`src/rtl/prog_loader_pkg.sv`:
```
// Shared definitions for the program loader: FSM encoding and byte-lane geometry.
// Imported by the loader top so other blocks can decode its state consistently.
package prog_loader_pkg;

   typedef enum logic [1:0] {
      StIdle  = 2'd0,
      StRecv  = 2'd1,
      StWrite = 2'd2,
      StDone  = 2'd3
   } state_e;

   localparam int unsigned NumLanes = 4;
   localparam int unsigned LaneW    = $clog2(NumLanes);

   typedef logic [LaneW-1:0] lane_t;

   localparam lane_t LastLane = lane_t'(NumLanes - 1);

endpackage

```
`src/rtl/prog_loader.sv`:
```
// Streams a little-endian byte image into instruction memory one 32-bit word at a time
// and holds the core in reset until a complete image has been written.
module prog_loader
   import prog_loader_pkg::*;
#(
   parameter int unsigned DEPTH = 64,
   parameter int unsigned CNT_W = 7
) (
   input  logic             clk,
   input  logic             rst_n,
   input  logic             start,
   input  logic [CNT_W-1:0] num_words,
   input  logic             byte_valid,
   input  logic [7:0]       byte_data,
   output logic             byte_ready,
   output logic             imem_we,
   output logic [31:0]      imem_addr,
   output logic [31:0]      imem_wdata,
   output logic             core_rst_n,
   output logic             busy,
   output logic             done,
   output logic             err
);

   localparam int unsigned AddrPad = 32 - CNT_W - LaneW;
   localparam logic [CNT_W-1:0] CntOne = {{(CNT_W-1){1'b0}}, 1'b1};

   state_e           state_q, state_d;
   logic [CNT_W-1:0] num_words_q, num_words_d;
   logic [CNT_W-1:0] word_idx_q, word_idx_d;
   lane_t            byte_cnt_q, byte_cnt_d;
   logic [23:0]      shift_q, shift_d;
   logic [31:0]      addr_q, addr_d;
   logic [31:0]      wdata_q, wdata_d;
   logic             err_q, err_d;
   logic             start_ok;

   assign start_ok = (num_words != '0) && (32'(num_words) <= DEPTH);

   always_comb begin
      state_d     = state_q;
      num_words_d = num_words_q;
      word_idx_d  = word_idx_q;
      byte_cnt_d  = byte_cnt_q;
      shift_d     = shift_q;
      addr_d      = addr_q;
      wdata_d     = wdata_q;
      err_d       = err_q;

      unique case (state_q)
         StIdle, StDone: begin
            if (start) begin
               if (start_ok) begin
                  state_d     = StRecv;
                  err_d       = 1'b0;
                  num_words_d = num_words;
                  word_idx_d  = '0;
                  byte_cnt_d  = '0;
               end else begin
                  err_d = 1'b1;
               end
            end
         end

         StRecv: begin
            if (byte_valid) begin
               byte_cnt_d = byte_cnt_q + lane_t'(1);
               case (byte_cnt_q)
                  2'd0:    shift_d[7:0]   = byte_data;
                  2'd1:    shift_d[15:8]  = byte_data;
                  2'd2:    shift_d[23:16] = byte_data;
                  default: shift_d        = shift_q;
               endcase
               // Output word/address are loaded here so they are stable for the WRITE cycle
               // and hold afterwards while the next word is collected in shift_q.
               if (byte_cnt_q == LastLane) begin
                  state_d    = StWrite;
                  byte_cnt_d = '0;
                  wdata_d    = {byte_data, shift_q};
                  addr_d     = {{AddrPad{1'b0}}, word_idx_q, {LaneW{1'b0}}};
               end
            end
         end

         StWrite: begin
            if (word_idx_q == num_words_q - CntOne) begin
               state_d = StDone;
            end else begin
               state_d    = StRecv;
               word_idx_d = word_idx_q + CntOne;
               byte_cnt_d = '0;
            end
         end

         default: state_d = StIdle;
      endcase
   end

   always_ff @(posedge clk or negedge rst_n) begin
      if (!rst_n) begin
         state_q     <= StIdle;
         num_words_q <= '0;
         word_idx_q  <= '0;
         byte_cnt_q  <= '0;
         shift_q     <= '0;
         addr_q      <= '0;
         wdata_q     <= '0;
         err_q       <= 1'b0;
      end else begin
         state_q     <= state_d;
         num_words_q <= num_words_d;
         word_idx_q  <= word_idx_d;
         byte_cnt_q  <= byte_cnt_d;
         shift_q     <= shift_d;
         addr_q      <= addr_d;
         wdata_q     <= wdata_d;
         err_q       <= err_d;
      end
   end

   assign byte_ready = (state_q == StRecv);
   assign imem_we    = (state_q == StWrite);
   assign busy       = (state_q == StRecv) || (state_q == StWrite);
   assign done       = (state_q == StDone);
   assign core_rst_n = (state_q == StDone);
   assign imem_addr  = addr_q;
   assign imem_wdata = wdata_q;
   assign err        = err_q;

endmodule

```
`config.mk`:
```
export PLATFORM = sky130hd
export DESIGN_NAME = prog_loader
export DESIGN_NICKNAME = d
export VERILOG_FILES = /design/src/rtl/prog_loader_pkg.sv /design/src/rtl/prog_loader.sv
export SDC_FILE = /design/constraint.sdc
export NUM_CORES = 1
export LEC_CHECK = 0
export CAP_MARGIN = 30
export CORE_ASPECT_RATIO = 1.25
export CORE_MARGIN = 4
export CORE_UTILIZATION = 40
export DETAILED_ROUTE_END_ITERATION = 8
export MAX_ROUTING_LAYER = met4
export PLACE_DENSITY = 0.78
export SLEW_MARGIN = 20
export SYNTH_ARGS = -nofsm -noshare
export SYNTH_HDL_FRONTEND = slang
export SYNTH_SLANG_ARGS = --single-unit
```
`constraint.sdc`:
```
create_clock -name clk -period 5.22 [get_ports clk]
set_clock_uncertainty 0.2 [all_clocks]
set_input_delay 1.566 -clock clk [delete_from_list [all_inputs] [get_ports clk]]
set_output_delay 1.566 -clock clk [all_outputs]
set_load 0.01 [all_outputs]
```
==> key figures, run 1 <==
Logic synthesis
  • Top_reg_cell synth: dfrtp_1
  • Cell variety after synth: 39
  • Syn avg cell area: about 12 sq um
  • Post-synth ARST share: 100%
  • Yosys top cell by area: dfrtp_1
  • Synthesized area: 0.00384 sq mm
  • Fraction of synthesized cell area taken by the top area cell type: 53.5%
  • Flops & latches, synth: 82
  • Post-synthesis sequential area ratio: between 50% and 60%
  • Top post-synthesis cells by area: dfrtp_1 (53%), mux2_2 (20%), buf_4 (5.1%)
  • Yosys warns: 0
  • Post-Syn Instances: 308
  • Number of flops mapped to enable cells by yosys: 0

Routing
  • Vias: 2434
  • DRC viols: 0
  • Via density: just under 5
  • Avg WL per Cell: 15.4 microns
  • Antenna Nets Post-Route: 0
  • Final WL: 7.66 mm
  • Iter 0 DRT Violations: 83
  • First-pass DRT Iterations: 4

CTS
  • TritonCTS clock tree: yes
  • Clock buffer depth: 2
  • H-tree Lvls: 3
  • Worst-Skew Late Latency: 0.33 ns
  • Clock sink total: 82
  • Hold buffers post-CTS: 0
  • Cts bufs inserted: 9
  • CTS clk-pin slew, worst paths: 0.06 ns
  • Post-CTS Resized: 0
  • Root buffer cell: clkbuf_16
  • Post-CTS setup buffers: 0

Pwr
  • Leak: approximately 0.0022 uW
  • PD cells: around 530 mW/mm^2
  • Pwr Total: approximately 2500 uW
  • Peak VDD IR: ~0.00031 V

Cells and area
  • Non-filler cells, final: 498
  • Most common cell after layout, fill and taps aside: dfrtp_1
  • Synth-to-layout area growth: 25.0%
  • Layout Nets: 399
  • FILL cells: 806
  • Most frequent cells in the layout: dfrtp_1 (82), mux2_2 (67), clkdlybuf4s50_1 (62)
  • Diode count: 0
  • Register area: 0.00205 sq mm
  • Post-Layout Inst Area: around 0.0048 sq mm
  • Share of layout cells above drive strength 1: 24.3%
  • Area occupied by multi-input gates: 0.00159 sq mm

Placed design
  • Area post-placement: 0.00447 sq mm
  • Input/output buffers: 63
  • Placed insts: 482
  • Dpl hpwl: between 5 and 6 mm
  • RD Place Congestion: 0.787

Run status
  • Status: finished, final reports clean

Setup path
  • Worst-path fanout max: 14
  • Critical path type: input port to flop
  • FF-to-FF Start: num_words_q[0]
  • Crit path cell chain: clkdlybuf4s50_1 > or4_4 > nor3_4 > xnor2_1 > a21o_1 > o211ai_2 > or4b_1 > nand3_1
  • Crit path from: num_words[3]
  • Slowest Stage Delay on Critical Path: ~0.57 ns
  • Arr. time, crit path: 4.00 ns
  • CP delay by family, top: simple AND/OR/NAND/NOR gates
  • Critical-path top delay cell: or4b_1
  • Required @ worst endpoint: 5.28 ns
  • Setup crit start kind: input port
  • R2R cell count: 8
  • CP endpoint kind: flop
  • Crit path depth: 8
  • Worst path bufs/invs: 1

GRT
  • Vias in the first global route: between 2000 and 3000
  • First-pass GRT wire length: 12.5 mm
  • Largest net degree at the start of global routing: between 80 and 90
  • GR Overflow Total: 0
  • Antenna violations before repair: 0
  • Overall routing resource usage: 14.8%

STA
  • Final period util: 75.3%
  • Fin Hold WS: around 0.30 ns
  • Slew headroom: between 50% and 60%
  • Final Max Tran Viols: 0
  • Final setup fails: 0
  • Hold Fails Final Rpt: 0
  • F_max: 254 MHz
  • Worst-margin pin slew: slightly above 0.7 ns
  • Min cycle time layout: about 3.9 ns
  • RSZ-0062 raised after global routing: false
  • Final setup TNS: 0 ns

Hold path
  • Worst hold start: shift_q[16]
  • Hold/Removal Path Class: flop to flop
  • Worst hold path stage count: 1

Floorplan
  • Row count: 39
  • Die width: 95.6 microns
  • Die Ht: 117 microns
  • Ports: 89
  • Initial Util: 41.4%
  • Core Area: 0.00927 sq mm
  • Die Area: 0.0112 sq mm

Flow run
  • Max cap viols: 0
==> final cells by class <==
type	count	share of cell area [%]
Inverter	10	0.782
Sequential cell	82	42.8
Clock buffer	10	4.77
Tap cell	123	3.21
Multi-Input combinational cell	203	33.2
Timing Repair Buffer	64	13.3
Clock inverter	6	1.90
==> logic make-up after synthesis <==
kind of cell | count (synthesis) | synth area share (%)
muxes | 67 | 19.7
xor gates and xnor gates | 9 | 2.05
and+or+nand+nor | 63 | 9.23
other | 1 | 0.0978
adders and majority gates | 10 | 3.26
DFF | 82 | 53.5
AOI/OAI and AO/OA | 29 | 4.76
buffers and inverters | 47 | 7.44
==> routing by layer <==
layer  track usage, %  share of wire [%]  vias to the layer above
li1                 -                  -                     1146
met1             18.0                 42                     1192
met2             22.2                 50                       82
met3             5.05                6.4                       14
met4             6.14                1.6                        0
met5                -                  0                        -
==> synthesized netlist by cell type (all sizes together) (2+ instances only) <==
cell type   n
dfrtp      82
mux2       67
buf        31
nand2      22
nand3      16
o21ai      16
ha         10
inv        10
clkbuf      6
or4b        5
xnor2       5
nor2        4
nor3        4
xor2        4
a31oi       3
a21o        2
and4b       2
nand2b      2
o211ai      2
or2         2
==> sequential cells by signal (all words and copies together) (netlist names) <==
name	flops
num_words_q	7
err	1
imem_wdata	32
state_q	2
shift_q	24
byte_cnt_q	2
imem_addr	7
word_idx_q	7
==> worst reg2reg max path: cells and delay by family (launching register included) <==
family                   cells  cell delay (ns)
flip-flops                   1             0.47
buffers and inverters        1             0.09
AND/OR/NAND/NOR              1             0.45
adder cells (fa/ha/maj)      1             0.26
AO/OA/AOI/OAI                5             1.13
==> report_power, final <==
group          internal [uW]  total (uW)  switching (uW)
combinational            469         831             362
sequential               869        1030             164
clock                    420         672             252
==> metrics by stage <==
stage	utilization, %	worst slack (ns)
3_5_place_dp	48.2	0.958
2_1_floorplan	-	1.68
4_1_cts	51.7	1.30
6_report	51.7	1.29
3_3_place_gp	48.2	1.03
5_1_grt	51.7	1.20
==> path summary, 6_finish.rpt <==
kind | endpoint | slack (ns)
max | word_idx_q[6] | 1.29
min | shift_q[16] | 0.30
max reg2reg | word_idx_q[2] | 2.53
min reg2reg | shift_q[16] | 0.30
max in group asynchronous | imem_wdata[9] | 3.26
min in group asynchronous | shift_q[22] | 1.08
No activity file was read; power rests on OpenSTA's default activity.
==> inputs of run 2 (changes only) <==
==> constraint.sdc (replaced) <==
create_clock -name clk -period 4 [get_ports clk]
set_clock_uncertainty 0.2 [all_clocks]
set_input_delay 1.2 -clock clk [delete_from_list [all_inputs] [get_ports clk]]
set_output_delay 1.2 -clock clk [all_outputs]
set_load 0.01 [all_outputs]
==> key figures, run 2 (synthesis results as in run 1) <==
Floorplan
  • Die Ht: 117 microns (unchanged)
  • Core Area: 0.00927 sq mm (unchanged)
  • Ports: 89 (unchanged)
  • Die width: 95.6 microns (unchanged)
  • Row count: 39 (unchanged)
  • Die Area: 0.0112 sq mm (unchanged)
  • Initial Util: 41.4% (unchanged)

Routing
  • Avg WL per Cell: 15.7 microns (+2.0%)
  • Final WL: 7.85 mm (+2.4%)
  • Iter 0 DRT Violations: 91 (+9.6%)
  • First-pass DRT Iterations: 4 (unchanged)
  • Via density: 5.00 (+2.2%)
  • DRC viols: 0 (unchanged)
  • Antenna Nets Post-Route: 0 (unchanged)
  • Vias: 2498 (+2.6%)

STA
  • RSZ-0062 raised after global routing: false
  • Final period util: between 80% and 90%
  • Fin Hold WS: 0.303 ns (+0.00148 ns)
  • Slew headroom: 64.6% (+12 points)
  • Final setup fails: 0 (unchanged)
  • F_max: 281 MHz
  • Hold Fails Final Rpt: 0 (unchanged)
  • Min cycle time layout: 3.56 ns
  • Final Max Tran Viols: 0 (unchanged)
  • Worst setup margin: 0.438 ns (-0.851 ns)
  • Final setup TNS: 0 ns (unchanged)
  • Worst-margin pin slew: 0.530 ns (-0.188 ns)

Pwr
  • Switching power: 1030 uW (+32%)
  • Int Power: 2240 uW (+27%)
  • Clock Power Share: 25.0% (-1.5 points)
  • Leak: 0.00223 uW (+0.79%)
  • Switching Fraction: 31.5% (+0.78 points)
  • Peak VDD IR: 0.000382 V (+22%)
  • Comb pwr share: 33.7% (+0.9 points)
  • Sequential Power Share: 41.4% (+0.7 points)
  • PD cells: 679 mW/mm^2 (+28%)

Cells and area
  • Most frequent cells in the layout: dfrtp_1 (82), mux2_2 (67), clkdlybuf4s50_1 (62)
  • Post-Layout Inst Area: 0.00480 sq mm (+0.13%)
  • Most common cell after layout, fill and taps aside: dfrtp_1
  • Share of layout cells above drive strength 1: 24.7% (+0.40 points)
  • Non-filler cells, final: 500 (+0.40%)
  • Diode count: 0 (unchanged)
  • Largest register FFs: 32 (unchanged)
  • Register area: 0.00205 sq mm (unchanged)
  • Synth-to-layout area growth: 25.2%
  • Layout Nets: 401 (+0.50%)
  • FILL cells: 833 (+3.3%)
  • Area occupied by multi-input gates: 0.00159 sq mm (unchanged)

Placed design
  • Area post-placement: 0.00451 sq mm (+0.78%)
  • Dpl hpwl: 5.60 mm (+4.3%)
  • Placed insts: 484 (+0.41%)
  • Input/output buffers: 63 (unchanged)
  • Dpl ws: 0.108 ns (-0.850 ns)
  • RD Place Congestion: 0.776 (-1.4%)

CTS
  • Post-CTS Resized: 0 (unchanged)
  • Hold buffers post-CTS: 0 (unchanged)
  • TritonCTS clock tree: yes
  • Cts bufs inserted: 9 (unchanged)
  • H-tree Lvls: 3 (unchanged)
  • CTS clk-pin slew, worst paths: 0.06 ns (about the same)
  • Root buffer cell: clkbuf_16
  • Post-CTS setup buffers: 0 (unchanged)
  • Clock sink total: 82 (unchanged)
  • Worst-Skew Late Latency: 0.33 ns (about the same)
  • Clock buffer depth: 2 (unchanged)

Setup path
  • Setup crit start kind: input port
  • Critical path type: input port to flop
  • CP endpoint kind: flop
  • Worst-path fanout max: 14 (unchanged)
  • Arr. time, crit path: 3.62 ns (-0.38 ns)
  • Required @ worst endpoint: 4.06 ns (-1.22 ns)

GRT
  • Antenna violations before repair: 0 (unchanged)
  • Vias in the first global route: 2619 (+3.5%)
  • Largest net degree at the start of global routing: 49 (-41%)
  • GR Overflow Total: 0 (unchanged)
  • Overall routing resource usage: 15.0% (+0.18 points)
  • First-pass GRT wire length: 12.9 mm (+3.4%)

Flow run
  • Max cap viols: 0 (unchanged)

Run status
  • Status: finished, final reports clean

Hold path
  • Hold/Removal Path Class: flop to flop
[run 2: cell count changes in the layout (fill, tap and decap cells not counted)]
cell,change
clkinv_2,+2
bufinv_16,-1
clkinvlp_4,-3
clkinv_4,+1
buf_16,+1
inv_6,+1
buf_4,+2
buf_6,-1
[run 2: power by group through the flow]
stage	clock network [uW]	registers [uW]	logic (uW)
global placement	0	1340	1060
CTS	827	1350	1120
floorplan	0	1360	629
detailed placement	0	1360	1100
finish	815	1350	1100
global route	864	1390	1220
[run 2: layout make-up]
cell class / instances / area share (%)
inverters: 10 / 0.781
repair buffers: 66 / 14.0
multi-input cells: 203 / 33.2
clock inverters: 6 / 1.38
clock buffers: 10 / 4.77
well taps: 123 / 3.20
flip-flops and latches: 82 / 42.7
[run 2: stage by stage]
step / total power (uW) / util, %
6_report: 3260 / 51.8
5_1_grt: 3470 / 51.8
4_1_cts: 3290 / 51.8
3_5_place_dp: 2470 / 48.6
3_3_place_gp: 2400 / 48.3
2_1_floorplan: 1990 / -
[run 2: worst max-delay path, cell delays in order]
cell,delay [ns]
clkdlybuf4s50_1,0.42
or4_4,0.56
nor3_4,0.18
xnor2_1,0.16
a21o_1,0.20
o211ai_2,0.26
or4b_1,0.56
nand3_1,0.09
[run 2: path summary, 6_finish.rpt]
| check | endpoint | from | slack (ns) | depth (start not counted) |
|---|---|---|---|---|
| setup / recovery | word_idx_q[4] | num_words[3] | 0.44 | 8 |
| hold / removal | imem_wdata[9] | imem_wdata[9] | 0.30 | 1 |
| setup reg to reg | word_idx_q[2] | num_words_q[0] | 1.27 | 8 |
| hold reg to reg | imem_wdata[9] | imem_wdata[9] | 0.30 | 1 |
| max in group asynchronous | imem_addr[7] | rst_n | 2.37 | 2 |
| min in group asynchronous | shift_q[22] | rst_n | 0.63 | 1 |
[run 2: per-layer routing]
layer,GRT usage (%),wire length (microns),vias up,part of all wire (%)
li1,-,-,1154,-
met1,17.5,3200,1254,41
met2,24.5,4100,78,52
met3,4.73,448,12,5.7
met4,4.18,107,0,1.4
met5,-,0,-,0
